**src/rtl/charge_pkg.sv**
```systemverilog
// Shared types, default sizes and counter helpers for the charge meter.
package charge_pkg;

  localparam int ACC_W_DEF = 24;
  localparam int LEN_W_DEF = 8;
  localparam int TMO_DEF   = 64;
  localparam int COST_W    = 8;
  localparam int CNT_W     = 16;
  localparam int TMO_CNT_W = 8;

  typedef enum logic [1:0] {
    ST_IDLE   = 2'd0,
    ST_POLICY = 2'd1,
    ST_MULT   = 2'd2,
    ST_ACCUM  = 2'd3
  } state_e;

  function automatic logic [CNT_W-1:0] sat_inc_cnt(input logic [CNT_W-1:0] v);
    return (v == {CNT_W{1'b1}}) ? v : v + 16'd1;
  endfunction

  function automatic logic [TMO_CNT_W-1:0] sat_inc_tmo(input logic [TMO_CNT_W-1:0] v);
    return (v == {TMO_CNT_W{1'b1}}) ? v : v + 8'd1;
  endfunction

endpackage

```
**src/rtl/charge_mult.sv**
```systemverilog
// Serial shift-add multiplier: one multiplier bit per cycle, A_W cycles per product.
// product/done are presented combinationally during the final step so the caller can commit that edge.
module charge_mult import charge_pkg::*; #(
  parameter int A_W = LEN_W_DEF,
  parameter int B_W = COST_W
) (
  input  logic             clk,
  input  logic             rst,
  input  logic             flush,
  input  logic             start,
  input  logic [A_W-1:0]   a,
  input  logic [B_W-1:0]   b,
  output logic [A_W+B_W-1:0] product,
  output logic             done
);

  localparam int P_W  = A_W + B_W;
  localparam int CW   = $clog2(A_W + 1);

  logic           busy_q, busy_d;
  logic [A_W-1:0] a_q, a_d;
  logic [P_W-1:0] b_q, b_d;
  logic [P_W-1:0] acc_q, acc_d;
  logic [CW-1:0]  cnt_q, cnt_d;
  logic [P_W-1:0] step_s;
  logic           last_s;

  always_comb begin
    step_s = acc_q + (a_q[0] ? b_q : {P_W{1'b0}});
    last_s = busy_q && (cnt_q == CW'(A_W - 1));
    busy_d = busy_q;
    a_d    = a_q;
    b_d    = b_q;
    acc_d  = acc_q;
    cnt_d  = cnt_q;
    if (flush) begin
      busy_d = 1'b0;
      a_d    = {A_W{1'b0}};
      b_d    = {P_W{1'b0}};
      acc_d  = {P_W{1'b0}};
      cnt_d  = {CW{1'b0}};
    end else if (start) begin
      busy_d = 1'b1;
      a_d    = a;
      b_d    = {{A_W{1'b0}}, b};
      acc_d  = {P_W{1'b0}};
      cnt_d  = {CW{1'b0}};
    end else if (busy_q) begin
      acc_d  = step_s;
      a_d    = a_q >> 1'b1;
      b_d    = b_q << 1'b1;
      cnt_d  = cnt_q + CW'(1);
      busy_d = !last_s;
    end else begin
      busy_d = 1'b0;
    end
  end

  always_ff @(posedge clk) begin
    if (rst) begin
      busy_q <= 1'b0;
      a_q    <= {A_W{1'b0}};
      b_q    <= {P_W{1'b0}};
      acc_q  <= {P_W{1'b0}};
      cnt_q  <= {CW{1'b0}};
    end else begin
      busy_q <= busy_d;
      a_q    <= a_d;
      b_q    <= b_d;
      acc_q  <= acc_d;
      cnt_q  <= cnt_d;
    end
  end

  assign product = step_s;
  assign done    = last_s;

endmodule

```
**src/rtl/charge_meter.sv**
```systemverilog
// Per-transaction charge meter: policy handshake, serial cost multiply, saturating accumulation.
module charge_meter import charge_pkg::*; #(
  parameter int ACC_W = ACC_W_DEF,
  parameter int LEN_W = LEN_W_DEF,
  parameter int TMO   = TMO_DEF
) (
  input  logic                 asclk,
  input  logic                 areset,
  input  logic                 txn_valid,
  output logic                 txn_ready,
  input  logic                 txn_wr,
  input  logic [LEN_W-1:0]     txn_len,
  input  logic                 check_policy,
  input  logic                 check_false_policy,
  input  logic [COST_W-1:0]    cfg_wr_cost,
  input  logic [COST_W-1:0]    cfg_rd_cost,
  input  logic [ACC_W-1:0]     cfg_budget,
  input  logic                 clr,
  output logic [ACC_W-1:0]     charge_total,
  output logic [CNT_W-1:0]     grant_cnt,
  output logic [CNT_W-1:0]     deny_cnt,
  output logic [TMO_CNT_W-1:0] tmo_cnt,
  output logic                 charge_done,
  output logic                 over_budget
);

  localparam int PROD_W = LEN_W + COST_W;
  localparam int SUM_W  = ((ACC_W > PROD_W) ? ACC_W : PROD_W) + 1;
  localparam int WAIT_W = $clog2(TMO + 1);

  state_e                 state_q, state_d;
  logic [LEN_W-1:0]       len_q, len_d;
  logic [COST_W-1:0]      cost_q, cost_d;
  logic [WAIT_W-1:0]      wait_q, wait_d;
  logic [ACC_W-1:0]       total_q, total_d;
  logic [CNT_W-1:0]       grant_q, grant_d;
  logic [CNT_W-1:0]       deny_q, deny_d;
  logic [TMO_CNT_W-1:0]   tmo_q, tmo_d;
  logic                   done_q, done_d;
  logic                   over_q, over_d;

  logic                   accept_s;
  logic                   mult_start_s;
  logic                   mult_done_s;
  logic [PROD_W-1:0]      mult_product_s;
  logic [SUM_W-1:0]       sum_s;

  assign txn_ready = (state_q == ST_IDLE) && !over_q;

  always_comb begin
    accept_s     = txn_valid && txn_ready;
    sum_s        = SUM_W'(total_q) + SUM_W'(mult_product_s);
    state_d      = state_q;
    len_d        = len_q;
    cost_d       = cost_q;
    wait_d       = wait_q;
    total_d      = total_q;
    grant_d      = grant_q;
    deny_d       = deny_q;
    tmo_d        = tmo_q;
    done_d       = 1'b0;
    over_d       = (total_q >= cfg_budget);
    mult_start_s = 1'b0;
    // clr outranks everything, including a coincident accept
    if (clr) begin
      state_d = ST_IDLE;
      wait_d  = {WAIT_W{1'b0}};
      total_d = {ACC_W{1'b0}};
      grant_d = {CNT_W{1'b0}};
      deny_d  = {CNT_W{1'b0}};
      tmo_d   = {TMO_CNT_W{1'b0}};
      over_d  = 1'b0;
    end else begin
      case (state_q)
        ST_IDLE: begin
          if (accept_s) begin
            len_d   = txn_len;
            cost_d  = txn_wr ? cfg_wr_cost : cfg_rd_cost;
            wait_d  = {WAIT_W{1'b0}};
            state_d = ST_POLICY;
          end else begin
            state_d = ST_IDLE;
          end
        end
        ST_POLICY: begin
          if (check_false_policy) begin
            deny_d  = sat_inc_cnt(deny_q);
            state_d = ST_IDLE;
          end else if (check_policy) begin
            mult_start_s = 1'b1;
            state_d      = ST_MULT;
          end else if (wait_q == WAIT_W'(TMO - 1)) begin
            tmo_d   = sat_inc_tmo(tmo_q);
            state_d = ST_IDLE;
          end else begin
            wait_d = wait_q + WAIT_W'(1);
          end
        end
        ST_MULT: begin
          // commit on the final multiply step so results show in the ACCUM cycle
          if (mult_done_s) begin
            total_d = (|sum_s[SUM_W-1:ACC_W]) ? {ACC_W{1'b1}} : sum_s[ACC_W-1:0];
            grant_d = sat_inc_cnt(grant_q);
            done_d  = 1'b1;
            state_d = ST_ACCUM;
          end else begin
            state_d = ST_MULT;
          end
        end
        ST_ACCUM: begin
          state_d = ST_IDLE;
        end
        default: begin
          state_d = ST_IDLE;
        end
      endcase
    end
  end

  always_ff @(posedge asclk) begin
    if (areset) begin
      state_q <= ST_IDLE;
      len_q   <= {LEN_W{1'b0}};
      cost_q  <= {COST_W{1'b0}};
      wait_q  <= {WAIT_W{1'b0}};
      total_q <= {ACC_W{1'b0}};
      grant_q <= {CNT_W{1'b0}};
      deny_q  <= {CNT_W{1'b0}};
      tmo_q   <= {TMO_CNT_W{1'b0}};
      done_q  <= 1'b0;
      over_q  <= 1'b0;
    end else begin
      state_q <= state_d;
      len_q   <= len_d;
      cost_q  <= cost_d;
      wait_q  <= wait_d;
      total_q <= total_d;
      grant_q <= grant_d;
      deny_q  <= deny_d;
      tmo_q   <= tmo_d;
      done_q  <= done_d;
      over_q  <= over_d;
    end
  end

  charge_mult #(
    .A_W (LEN_W),
    .B_W (COST_W)
  ) u_mult (
    .clk     (asclk),
    .rst     (areset),
    .flush   (clr),
    .start   (mult_start_s),
    .a       (len_q),
    .b       (cost_q),
    .product (mult_product_s),
    .done    (mult_done_s)
  );

  assign charge_total = total_q;
  assign grant_cnt    = grant_q;
  assign deny_cnt     = deny_q;
  assign tmo_cnt      = tmo_q;
  assign charge_done  = done_q;
  assign over_budget  = over_q;

endmodule

```
**config.mk**
```make
export PLATFORM = sky130hd
export DESIGN_NAME = charge_meter
export DESIGN_NICKNAME = d
export VERILOG_FILES = /design/src/rtl/charge_pkg.sv /design/src/rtl/charge_mult.sv /design/src/rtl/charge_meter.sv
export SDC_FILE = /design/constraint.sdc
export NUM_CORES = 1
export LEC_CHECK = 0
export CORE_ASPECT_RATIO = 0.6
export CORE_MARGIN = 2
export CORE_UTILIZATION = 45
export DETAILED_ROUTE_END_ITERATION = 6
export PLACE_DENSITY = 0.75
export SLEW_MARGIN = 20
export SYNTH_ARGS = -nofsm -noshare
export SYNTH_HDL_FRONTEND = slang
export SYNTH_SLANG_ARGS = --single-unit
```
**constraint.sdc**
```tcl
create_clock -name asclk -period 12.96 [get_ports asclk]
set_input_delay 2.592 -clock asclk [delete_from_list [all_inputs] [get_ports asclk]]
set_output_delay 2.592 -clock asclk [all_outputs]
set_load 0.005 [all_outputs]
```
Word-level counts from Yosys, hierarchy flattened
Cells that the tools add are included.
{"block": "classes", "add_sub_neg": 7, "n_lt_le_gt_ge": 1, "eq_ne": 13, "n_mux": 25, "n_bitwise": 7, "n_reduce_logical": 17}
{"operator": "$mux 8", "n": 5}
{"operator": "$add 16x1->16 const B", "n": 2}
{"operator": "$eq 16x16->1 const B", "n": 2}
{"operator": "$mux 7", "n": 4}
{"operator": "$add 24x16->25", "n": 1}
{"operator": "$ge 24x24->1", "n": 1}
{"operator": "$mux 24", "n": 1}
{"operator": "$add 16x16->16", "n": 1}
{"operator": "$mux 16", "n": 1}
{"operator": "$pmux 7 s2", "n": 1}
{"operator": "$reduce_and 5->1", "n": 2}
{"operator": "$mux 1", "n": 9}
{"operator": "$reduce_and 3->1", "n": 3}
{"operator": "$add 8x1->8 const B", "n": 1}
{"operator": "$eq 8x8->1 const B", "n": 1}
{"operator": "$ne 2x2->1 const B", "n": 4}
{"operator": "$pmux 2 s4", "n": 1}
{"operator": "$add 7x1->7 const B", "n": 1}
{"operator": "$eq 7x6->1 const B", "n": 1}
{"operator": "$not 1->1", "n": 7}
{"operator": "$mux 2", "n": 3}
{"operator": "$reduce_or 3->1", "n": 2}
{"operator": "$add 4x1->4 const B", "n": 1}
{"operator": "$eq 2x2->1 const B", "n": 2}
{"operator": "other kinds (9)", "n": 13}
{"block": "word_totals", "regBits": 136, "inputBits": 55, "output_inout_bits": 67, "elab_cells": 86}

Longest topological paths before layout
Gate-level depths: netlist of the first run.
{"block": "logic_depth", "ltp_word": 5, "ltp_mapped": 21, "ltp_nobuf": 20}

Hierarchy
Synthesis of the first run repeated with hierarchy kept, for this count alone.
{"block": "unflattened", "hier_cells": 941, "hier_area_um2": 7847.5}
{"mod": "charge_meter", "n_inst": 1, "cells_each": 623, "area_each_um2": 5198.7, "seq_area_each_um2": 1821.7}
{"mod": "charge_mult", "n_inst": 1, "cells_each": 318, "area_each_um2": 2648.8, "seq_area_each_um2": 900.9}

Least setup slack after synthesis of the first run
Ideal clock, no wire load.
{"block": "synth_timing", "path_type": "input port to flip-flop", "startpoint": "input cfg_budget[9]", "endpoint": "register over_q, in the netlist over_budget", "setup_time_ps": 119, "arrival_time_ps": 4235, "t_required_ps": 12841, "slack_ps": 8606, "cell_stages": 10, "path_buffers": 0, "path_cell_list": "inv_1 -> ha_1 -> a21o_1 -> a21o_1 -> a21oi_1 -> nor2b_1 -> o311a_1 -> a211oi_1 -> o2111ai_1 -> o221a_2"}
{"block": "synth_via", "elab_chain_len": 1}
{"item": "start: declaration", "line": "charge_meter.sv:17", "text": "input logic [ACC_W-1:0] cfg_budget,"}
{"item": "$ge 24x24->1", "line": "charge_meter.sv:62", "text": "over_d = (total_q >= cfg_budget);"}
{"item": "end signal: assignment", "line": "charge_meter.sv:142", "text": "over_q <= over_d;"}
{"item": "end: declaration", "line": "charge_meter.sv:40", "text": "logic over_q, over_d;"}
Every way passes these cells.
A chain may end at the register's enable or synchronous reset.

Worst setup path in the final report of the first run
{"block": "layout_timing", "startpoint": "register u_mult.a_q[0]", "endpoint": "register total_q[0], in the netlist charge_total[0]"}
{"block": "layout_via", "elab_chain_len": 4}
{"item": "start: declaration", "line": "charge_mult.sv:21", "text": "logic [A_W-1:0] a_q, a_d;"}
{"item": "start signal: assignment", "line": "charge_mult.sv:62", "text": "a_q <= {A_W{1'b0}};"}
{"item": "$mux 16", "line": "charge_mult.sv:29", "text": "step_s = acc_q + (a_q[0] ? b_q : {P_W{1'b0}});"}
{"item": "$add 16x16->16", "line": "charge_mult.sv:29"}
{"item": "named net mult_product_s[8]", "line": "charge_meter.sv:45", "text": "logic [PROD_W-1:0] mult_product_s;"}
{"item": "$add 24x16->25", "line": "charge_meter.sv:52", "text": "sum_s = SUM_W'(total_q) + SUM_W'(mult_product_s);"}
{"item": "$mux 24", "line": "charge_meter.sv:102", "text": "total_d = (|sum_s[SUM_W-1:ACC_W]) ? {ACC_W{1'b1}} : sum_s[ACC_W-1:0];"}
{"item": "end signal: assignment", "line": "charge_meter.sv:126", "text": "total_q <= {ACC_W{1'b0}};"}
{"item": "end signal: assignment", "line": "charge_meter.sv:137", "text": "total_q <= total_d;"}
{"item": "end: declaration", "line": "charge_meter.sv:35", "text": "logic [ACC_W-1:0] total_q, total_d;"}
The timed path passes the listed nets, and every way through them passes these cells.

==> impl_metrics.toml, run 1 <==
[clock_tree]
clock_path_buffers = 2
post_cts_buffers = 0
hold_buffers = 0
htree_levels = 4
tritoncts = "built"
numCtsBuffers = 17
clk_latency_ps = 420
cts_root_buf = "clkbuf_16"
cts.sink_count = 136
cts_resized = 0
clk_pin_slew_ps = 70

[cells_and_area]
postLayoutCoreUtil_pct = 58.8
final_area_um2 = 9610
synthToLayoutAreaGrowth_pct = 26.6
nets = 1132
drive_gt1_share_pct = 5.26
antenna_cells = 0

[place]
dp_hpwl_um = 13400
place.gp.congestion = 0.862
placed_area_um2 = 9000
io_buffers = 121

[critical_path]
cp-end-kind = "register"
cp.arrival_ps = 5060
cp.required_ps = 13280
crit_slowest_cell = "dfxtp_1"
critical_path_class = "reg -> reg"
critPathBufInv = 2
cp_slowest_stage_delay_ps = 620
cp_top_family = "compound AO/OA/AOI/OAI gates"
r2r_setup_slack_ps = 8230
cp_max_fo = 18
start_kind = "register"
path_cells = "and2_1, ha_1, inv_1, fa_1, nor2b_1, o21ai_0, a21boi_0, o21ai_0, nand2b_1, a21boi_0, xnor2_1, ha_1, nand3_1, nor2_1, nand2_1, o21ai_0, o21a_1, a21oi_1, buf_4, a221oi_1"
crit_path_frequent_cell = "o21ai_0"

[detailed_routing]
num_vias = 6665
drcViolationCount = 0
viasPerCell = 5.31
dr.pass1.iters = 5
drt.antenna.violating_nets = 0
wirelength_um = 18300
initialDrtViolationCount = 394
wl_per_cell_um = 14.6

[timing]
finalHoldViolCount = 0
setup_viol = 0
slew_viol_final = 0
worstMarginPinSlew_ps = 701
timing.fmax_ghz = 0.211
maxSlewHeadroom_pct = 53.3
rsz0062_at_grt = "false"
fin_crit_ps = 4730
fin_tns_setup_ps = 0
clock_skew_ps = 10.8
finalCritPeriodShare_pct = 36.5

[floorplanning]
start_util_pct = 46.4
num_rows = 36
placeableCoreArea_um2 = 16400
die_w_um = 172
die-area_um2 = 18000
num_io_pins = 122
die_height_um = 105

[yosys]
yosysTopAreaCell = "dfxtp_1"
synth-edff-count = 0
yosysWarnings = 0
synth.area.top_cells = "dfxtp_1 (36%), ha_1 (10%), nor2_1 (6.5%)"
avgSynthCellArea_um2 = 8.42
synthCells = 901
ys_ff_latch = 136
syn_nets = 1019
synthesis.area_um2 = 7590
async_flop_share_pct = 0
synth.distinct_cells = 58
yosys.area.top_type_share_pct = 35.9
synthFlopType = "dfxtp_1"
synth_seq_area_share_pct = 35.9

[grt]
grt_max_degree = 57
grt-ovfl-total = 0
grt_pass1_vias = 6019
grtUsageTotal_pct = 20.4
use_met3_pct = 4.55
top_usage_layer = "met1"
grt_pass1_wl_um = 29800
grt_use_met1_pct = 31.1
grt_util_met2_pct = 28.9
antenna_found_initial = 0

[status]
outcome = "complete, no violations"

[power]
power_mw = 0.958
p_per_area_nw_per_um2 = 99.7
leakagePower_nw = 3.81
peakVddDrop_uv = 83.5

[run]
maxCapViolations = 0

[hold_path]
worstHoldPathType = "reg -> reg"
[metal layers]
layer / vias to the layer above / share of wire (%)
li1: 3387 / -
met2: 191 / 40
met4: 0 / 0.89
met3: 16 / 6.6
met5: - / 0
met1: 3071 / 52
[registers in the layout, indices dropped and copies added, names as in the netlist, named ones only]
| register | count |
|---|---|
| cost_q | 8 |
| charge_done | 1 |
| u_mult.a_q | 8 |
| over_budget | 1 |
| len_q | 8 |
| wait_q | 7 |
| u_mult.acc_q | 16 |
| charge_total | 24 |
| deny_cnt | 16 |
| u_mult.cnt_q | 4 |
| grant_cnt | 16 |
| state_q | 1 |
| tmo_cnt | 8 |
| u_mult.b_q | 16 |
| u_mult.busy_q | 1 |
[power by group]
group	internal, mW	total, mW	switching [mW]
logic	0.0232	0.0441	0.0210
clock network	0.276	0.490	0.214
registers	0.421	0.423	0.00208
total	0.721	0.958	0.237
[through the flow]
stage	hold slack [ps]	setup WS, ps	cells
final	457	8230	1255
after global placement	445	7990	1223
after CTS	459	8230	1255
after global routing	477	7780	1255
after detailed placement	449	7930	1223
after floorplan	430	8610	901
[cell type report]
| cell class | instances | area, um^2 |
|---|---|---|
| fillers | 1473 | 6740 |
| flip-flops and latches | 136 | 2720 |
| multi-input cells | 692 | 4580 |
| repair buffers | 128 | 1260 |
| clock buffers | 17 | 425 |
| clock inverters | 15 | 181 |
| well taps | 228 | 285 |
| inverters | 39 | 146 |
[Yosys cell counts (2+ instances only)]
| cell type | number |
|---|---|
| buf_1 | 4 |
| nor2_1 | 132 |
| xnor2_1 | 29 |
| o21a_1 | 7 |
| inv_1 | 39 |
| xor2_1 | 37 |
| o21ai_0 | 39 |
| o41ai_1 | 2 |
| a31oi_1 | 6 |
| and2_1 | 17 |
| mux2i_1 | 49 |
| dfxtp_1 | 136 |
| o2111ai_1 | 2 |
| nor3b_1 | 2 |
| nand2_1 | 69 |
| nand3b_1 | 2 |
| and4_1 | 2 |
| nand4_1 | 11 |
| o31ai_1 | 4 |
| clkbuf_1 | 27 |
| o211ai_1 | 4 |
| a31o_2 | 2 |
| a211oi_1 | 30 |
| nand3_1 | 32 |
| a21oi_1 | 65 |
| and3_1 | 12 |
| or2_2 | 3 |
| fa_1 | 2 |
| nor3_1 | 8 |
| a21boi_0 | 3 |
| ha_1 | 61 |
| nor2b_1 | 6 |
| nand2b_1 | 8 |
| a21o_1 | 14 |
| or3_1 | 11 |
| o31a_1 | 2 |
[worst register-to-register path, stage by stage, from the launching register on]
cell and delay (ps):
dfxtp_1 620, and2_1 210, ha_1 190, inv_1 60, fa_1 400, nor2b_1 140, o21ai_0 110, a21boi_0 320
o21ai_0 120, nand2b_1 110, a21boi_0 160, xnor2_1 180, ha_1 370, nand3_1 140, nor2_1 150, nand2_1 60
o21ai_0 270, o21a_1 350, a21oi_1 190, buf_4 230, a221oi_1 240
[cells by family (layout without fill, tap and decap cells)]
logic type / count (synthesis) / in the layout / share of synthesized area [%]
adder cells (fa/ha/maj): 63 / 63 / 10.6
buffers and inverters: 73 / 199 / 3.74
XOR/XNOR: 66 / 66 / 7.62
flip-flops: 136 / 136 / 35.9
AND/OR/NAND/NOR: 322 / 322 / 19.7
AO/OA/AOI/OAI: 192 / 192 / 16.0
multiplexers: 49 / 49 / 6.46
[cell usage in the layout, fill, tap and decap left out, types with 3 or more instances in the layout]
cell and instances:
xor2_1 37, nand3_1 32, mux2i_1 49, a211oi_1 30, clkdlybuf4s50_1 121, or2_2 3
o211ai_1 4, nand2b_1 8, nor2b_1 6, nand4_1 11, o21a_1 7, inv_1 39
nor3_1 8, a31oi_1 6, inv_8 3, ha_1 61, o31ai_1 4, and2_1 17
inv_6 4, buf_4 7, o21ai_0 39, xnor2_1 29, and3_1 12, nand2_1 69
a21boi_0 3, nor2_1 132, clkbuf_16 17, a21oi_1 65, or3_1 11, clkinv_8 3
dfxtp_1 135, clkinv_4 3, a21o_1 14
[final timing paths]
check / startpoint / to / depth (start not counted)
hold reg to reg: len_q[3] / len_q[3] / 2
hold / removal: len_q[3] / len_q[3] / 2
setup / recovery: u_mult.a_q[0] / charge_total[0] / 20
setup reg to reg: u_mult.a_q[0] / charge_total[0] / 20
Power figures use the tool's default switching activity.
==> inputs of run 2 (changes only) <==
--- a/config.mk
+++ b/config.mk
@@ -9,7 +9,7 @@
 export CORE_MARGIN = 2
 export CORE_UTILIZATION = 45
 export DETAILED_ROUTE_END_ITERATION = 6
-export PLACE_DENSITY = 0.75
+export PLACE_DENSITY = 0.78
 export SLEW_MARGIN = 20
 export SYNTH_ARGS = -nofsm -noshare
 export SYNTH_HDL_FRONTEND = slang
==> constraint.sdc (replaced) <==
create_clock -name asclk -period 4 [get_ports asclk]
set_input_delay 0.8 -clock asclk [delete_from_list [all_inputs] [get_ports asclk]]
set_output_delay 0.8 -clock asclk [all_outputs]
set_load 0.005 [all_outputs]
==> run 2 against run 1 <==
Against the previous run: non-clock buffer count rose by 25; die area is the same; clock-buffer cell count is the same; combinational power rose to 3.2 times the previous value; sequential cell count unchanged; highest routed layer unchanged; sequential power grew to 3.2 times the previous value; routed wire length increased by 4.0%; clock power rose to 3.3 times the previous value; register-to-register slack got worse by 8100 ps.
==> impl_metrics.toml, run 2 (same netlist as run 1, synthesis figures left out) <==
[status]
outcome = "complete, no violations"

[clock_tree]
numCtsBuffers = 17
clk_latency_ps = 420
cts.sink_count = 136
clk_pin_slew_ps = 70
tritoncts = "built"
htree_levels = 4
clock_path_buffers = 2
hold_buffers = 0
cts_root_buf = "clkbuf_16"

[grt]
grt-ovfl-total = 0
antenna_found_initial = 0
grt_max_degree = 53
grt_pass1_vias = 6287
grt_pass1_wl_um = 30500
grtUsageTotal_pct = 20.9

[place]
placed_area_um2 = 9130
dp_cells = 1240
dp_hpwl_um = 14000
place.gp.congestion = 0.875
io_buffers = 121

[cells_and_area]
antenna_cells = 0
final_area_um2 = 9970
drive_gt1_share_pct = 10.5
instances_no_fill = 1280
synthToLayoutAreaGrowth_pct = 31.4
postLayoutCoreUtil_pct = 61.0
largest_reg_flops = 24
final_cell_mix = "dfxtp_1 (133), nor2_1 (129), clkdlybuf4s50_1 (121)"
final_common_cell = "dfxtp_1"
nets = 1157

[critical_path]
cp.required_ps = 4320
cp.arrival_ps = 4190
critical_path_class = "reg -> reg"
cp_max_fo = 14
start_kind = "register"
cp-end-kind = "register"

[timing]
slew_viol_final = 0
fin_crit_ps = 3870
timing.fmax_ghz = 0.259
worstMarginPinSlew_ps = 1010
finalCritPeriodShare_pct = 96.6
clock_skew_ps = 11.8
whs_ps = 460
setup_viol = 0
maxSlewHeadroom_pct = 32.6
rsz0062_at_grt = "true"
finalHoldViolCount = 0

[detailed_routing]
initialDrtViolationCount = 450
wirelength_um = 19100
wl_per_cell_um = 14.9
drt.antenna.violating_nets = 0
num_vias = 6834
viasPerCell = 5.34
dr.pass1.iters = 5
drcViolationCount = 0

[power]
seq_power_share_pct = 44.1
internal_power_mw = 2.33
p_comb_share_pct = 4.6
peakVddDrop_uv = 244
power_switching_mw = 0.776
p_per_area_nw_per_um2 = 312
swShare_pct = 24.9
leakagePower_nw = 3.97
clkPwrFrac_pct = 51.3

[floorplanning]
num_io_pins = 122
die-area_um2 = 18000
num_rows = 36
start_util_pct = 46.4
die_w_um = 172
placeableCoreArea_um2 = 16400
die_height_um = 105

[run]
maxCapViolations = 0

[hold_path]
worstHoldPathType = "reg -> reg"
[run 2: power by group through the flow]
stage / Clock, mW / Sequential [mW] / Combinational (mW)
5_1_grt: 1.67 / 1.37 / 0.157
2_1_floorplan: 0 / 1.40 / 0.0692
6_report: 1.60 / 1.37 / 0.143
3_5_place_dp: 0 / 1.40 / 0.142
4_1_cts: 1.61 / 1.37 / 0.143
3_3_place_gp: 0 / 1.40 / 0.141
[run 2: area by class of cell]
type / count / area, um^2
fill: 1371 / 6380
multi-input combinational: 692 / 4740
sequential: 136 / 2730
timing repair buffer: 153 / 1460
clock buffer: 17 / 425
tap: 228 / 285
clock inverter: 15 / 181
inverter: 39 / 146
[run 2: path summary, 6_finish.rpt]
| path | startpoint | to | slack (ps) | depth (start not counted) |
|---|---|---|---|---|
| worst max-delay path | u_mult.a_q[0] | charge_total[20] | 130 | 20 |
| worst min register to register | len_q[4] | len_q[4] | 460 | 2 |
| worst max register to register | u_mult.a_q[0] | charge_total[20] | 130 | 20 |
| worst min-delay path | len_q[4] | len_q[4] | 460 | 2 |
[run 2: layer usage]
metal / track usage, % / up-vias / routed length, um
met1: 31.5 / 3144 / 9550
met5: 0 / - / 0
li1: - / 3449 / -
met3: 4.55 / 13 / 1410
met4: 5.27 / 0 / 175
met2: 30.0 / 228 / 7920
[run 2: what timing repair did]
item | CTS | global route
resized for setup | 5 | 42
setup endpoints to repair | 18 | 24
pin swaps | 2 | 17
buffers inserted | 2 | 6
[run 2: per-stage QoR]
step | worst slack, ps | power (mW) | setup TNS [ps]
floorplan | 2.54 | 1.47 | 0
finish | 134 | 3.11 | 0
detailed placement | -126 | 1.54 | -591
global placement | 86.4 | 1.54 | 0
global route | -82.7 | 3.20 | -326
CTS | 3.00 | 3.13 | 0
[run 2: worst max-delay path: stages (launching register included)]
cell	delay, ps
dfxtp_4	360
buf_6	140
and2_1	140
ha_1	350
a21oi_2	190
o21ai_0	160
a21o_1	200
a31o_2	230
a31oi_1	190
xnor2_1	90
buf_4	150
ha_1	370
nand3_1	100
nand2_1	80
nand2_1	80
a31oi_1	210
o21a_2	230
buf_6	130
and3_1	170
nand3_1	80
o211a_1	140
==> inputs of run 3 (changes only) <==
--- a/config.mk
+++ b/config.mk
@@ -8,7 +8,9 @@
 export CORE_ASPECT_RATIO = 0.6
 export CORE_MARGIN = 2
 export CORE_UTILIZATION = 45
+export CTS_BUF_LIST = sky130_fd_sc_hd__clkbuf_8
 export DETAILED_ROUTE_END_ITERATION = 6
+export GPL_ROUTABILITY_DRIVEN = 0
 export PLACE_DENSITY = 0.78
 export SLEW_MARGIN = 20
 export SYNTH_ARGS = -nofsm -noshare
==> run 3 against run 2 <==
Against the previous run: first-iteration DRC count fell by 7.3%; non-clock buffer count is 2 lower; cell area fell by 1.9%; clock skew rose by 9.9 ps; combinational power is essentially flat; via count fell by 0.69%; critical path depth up 1; clock power is 26% lower; register-to-register slack gained 40 ps; hold slack better by 6.2 ps.
==> impl_metrics.toml, run 3 (same netlist as run 1, synthesis figures left out) <==
[timing]
rsz0062_at_grt = "true"
worstMarginPinSlew_ps = 1030
finalHoldViolCount = 0
maxSlewHeadroom_pct = 31.4
timing.fmax_ghz = 0.261
clock_skew_ps = 21.7
fin_tns_setup_ps = 0
slew_viol_final = 0
fin_crit_ps = 3830
finalCritPeriodShare_pct = 95.6
setup_viol = 0
layout_setup_ws_ps = 174

[detailed_routing]
drt.antenna.violating_nets = 0
initialDrtViolationCount = 417
num_vias = 6787
viasPerCell = 5.31
wl_per_cell_um = 14.8
drcViolationCount = 0
dr.pass1.iters = 5
wirelength_um = 18900

[clock_tree]
tritoncts = "built"
numCtsBuffers = 17
clock_path_buffers = 2
cts_root_buf = "clkbuf_8"
clk_latency_ps = 460
cts.sink_count = 136
htree_levels = 4
clk_pin_slew_ps = 100

[place]
dp_hpwl_um = 14000
io_buffers = 121
dp_slack_ps = -126
dp_cells = 1240
placed_area_um2 = 9130

[hold_path]
worstHoldPathType = "reg -> reg"

[cells_and_area]
final_cell_mix = "dfxtp_1 (133), nor2_1 (129), clkdlybuf4s50_1 (121)"
largest_reg_flops = 24
nFillCells = 1407
synthToLayoutAreaGrowth_pct = 29.0
multi_input_comb_area_um2 = 4760
antenna_cells = 0
final_area_um2 = 9790
final_common_cell = "dfxtp_1"
drive_gt1_share_pct = 10.3
regArea_um2 = 2730
nets = 1155
postLayoutCoreUtil_pct = 59.8
instances_no_fill = 1278

[grt]
antenna_found_initial = 0
grt_pass1_vias = 6233
grtUsageTotal_pct = 20.6
grt_pass1_wl_um = 30100
grt-ovfl-total = 0
grt_max_degree = 53

[floorplanning]
die_height_um = 105
num_rows = 36
placeableCoreArea_um2 = 16400
start_util_pct = 46.4
die-area_um2 = 18000
die_w_um = 172
num_io_pins = 122

[power]
leakagePower_nw = 3.86
p_per_area_nw_per_um2 = 275
peakVddDrop_uv = 205

[critical_path]
critical_path_class = "reg -> reg"
cp.required_ps = 4320
start_kind = "register"
cp-end-kind = "register"
cp.arrival_ps = 4140
cp_max_fo = 6

[run]
maxCapViolations = 0

[status]
outcome = "complete, no violations"
## run 3: changes by cell type in the layout (fill, tap and decap cells not counted)
cell	change
clkbuf_16	-17
clkbuf_8	+17
buf_4	-3
ha_1	-2
ha_4	+2
buf_6	+1
o21ai_1	+1
o21ai_2	-1
xor2_1	+1
xor2_2	-1
## run 3: power by group
part | total (mW) | internal [mW] | switching [mW]
Combinational | 0.142 | 0.0757 | 0.0666
Sequential | 1.37 | 1.36 | 0.00695
Clock | 1.18 | 0.529 | 0.651
Total | 2.69 | 1.97 | 0.724
## run 3: layout make-up
class,instances,area share [%]
multi-input cells,692,48.6
flip-flops and latches,136,27.9
repair buffers,151,14.8
well taps,228,2.92
clock buffers,17,2.39
clock inverters,15,1.85
inverters,39,1.50
## run 3: worst max-delay path: stages (launching register included)
cell      delay [ps]
dfxtp_4          380
and2_4           150
ha_4             120
inv_1             40
fa_2             330
nor2b_1          130
o21ai_1           90
a21boi_1         170
buf_4            140
o31a_1           200
nor2_2            70
xnor2_2          200
ha_1             290
buf_4            160
nor2b_1          120
o31ai_1          210
o21ai_1          150
o21a_2           260
buf_6            140
nand4_1          100
mux2i_1          190
nor2_1            50
## run 3: metal layers
| metal | vias up | GRT usage [%] | routed length [um] |
|---|---|---|---|
| met2 | 220 | 28.9 | 7650 |
| li1 | 3434 | - | - |
| met3 | 23 | 3.90 | 1250 |
| met1 | 3110 | 31.4 | 9750 |
| met5 | - | 0 | 0 |
| met4 | 0 | 6.30 | 244 |
## run 3: final timing paths
| check | start | end | slack (ps) | depth (start not counted) |
|---|---|---|---|---|
| setup / recovery | u_mult.a_q[0] | charge_total[18] | 170 | 21 |
| hold reg to reg | len_q[4] | len_q[4] | 470 | 2 |
| hold / removal | len_q[4] | len_q[4] | 470 | 2 |
| setup reg to reg | u_mult.a_q[0] | charge_total[18] | 170 | 21 |
## run 3: timing repair
action	CTS	global route
gates resized for setup	5	43
hold buffers	0	0
hold endpoints to repair	0	0
cloned	0	0
pin swaps	2	19
setup buffers	2	4
setup endpoints to repair	18	24
## run 3: stage by stage
step / total power [mW] / hold slack, ps
after floorplan: 1.47 / 430
after global placement: 1.54 / 445
after detailed placement: 1.54 / 450
after CTS: 2.70 / 463
after global routing: 2.78 / 492
final: 2.69 / 467
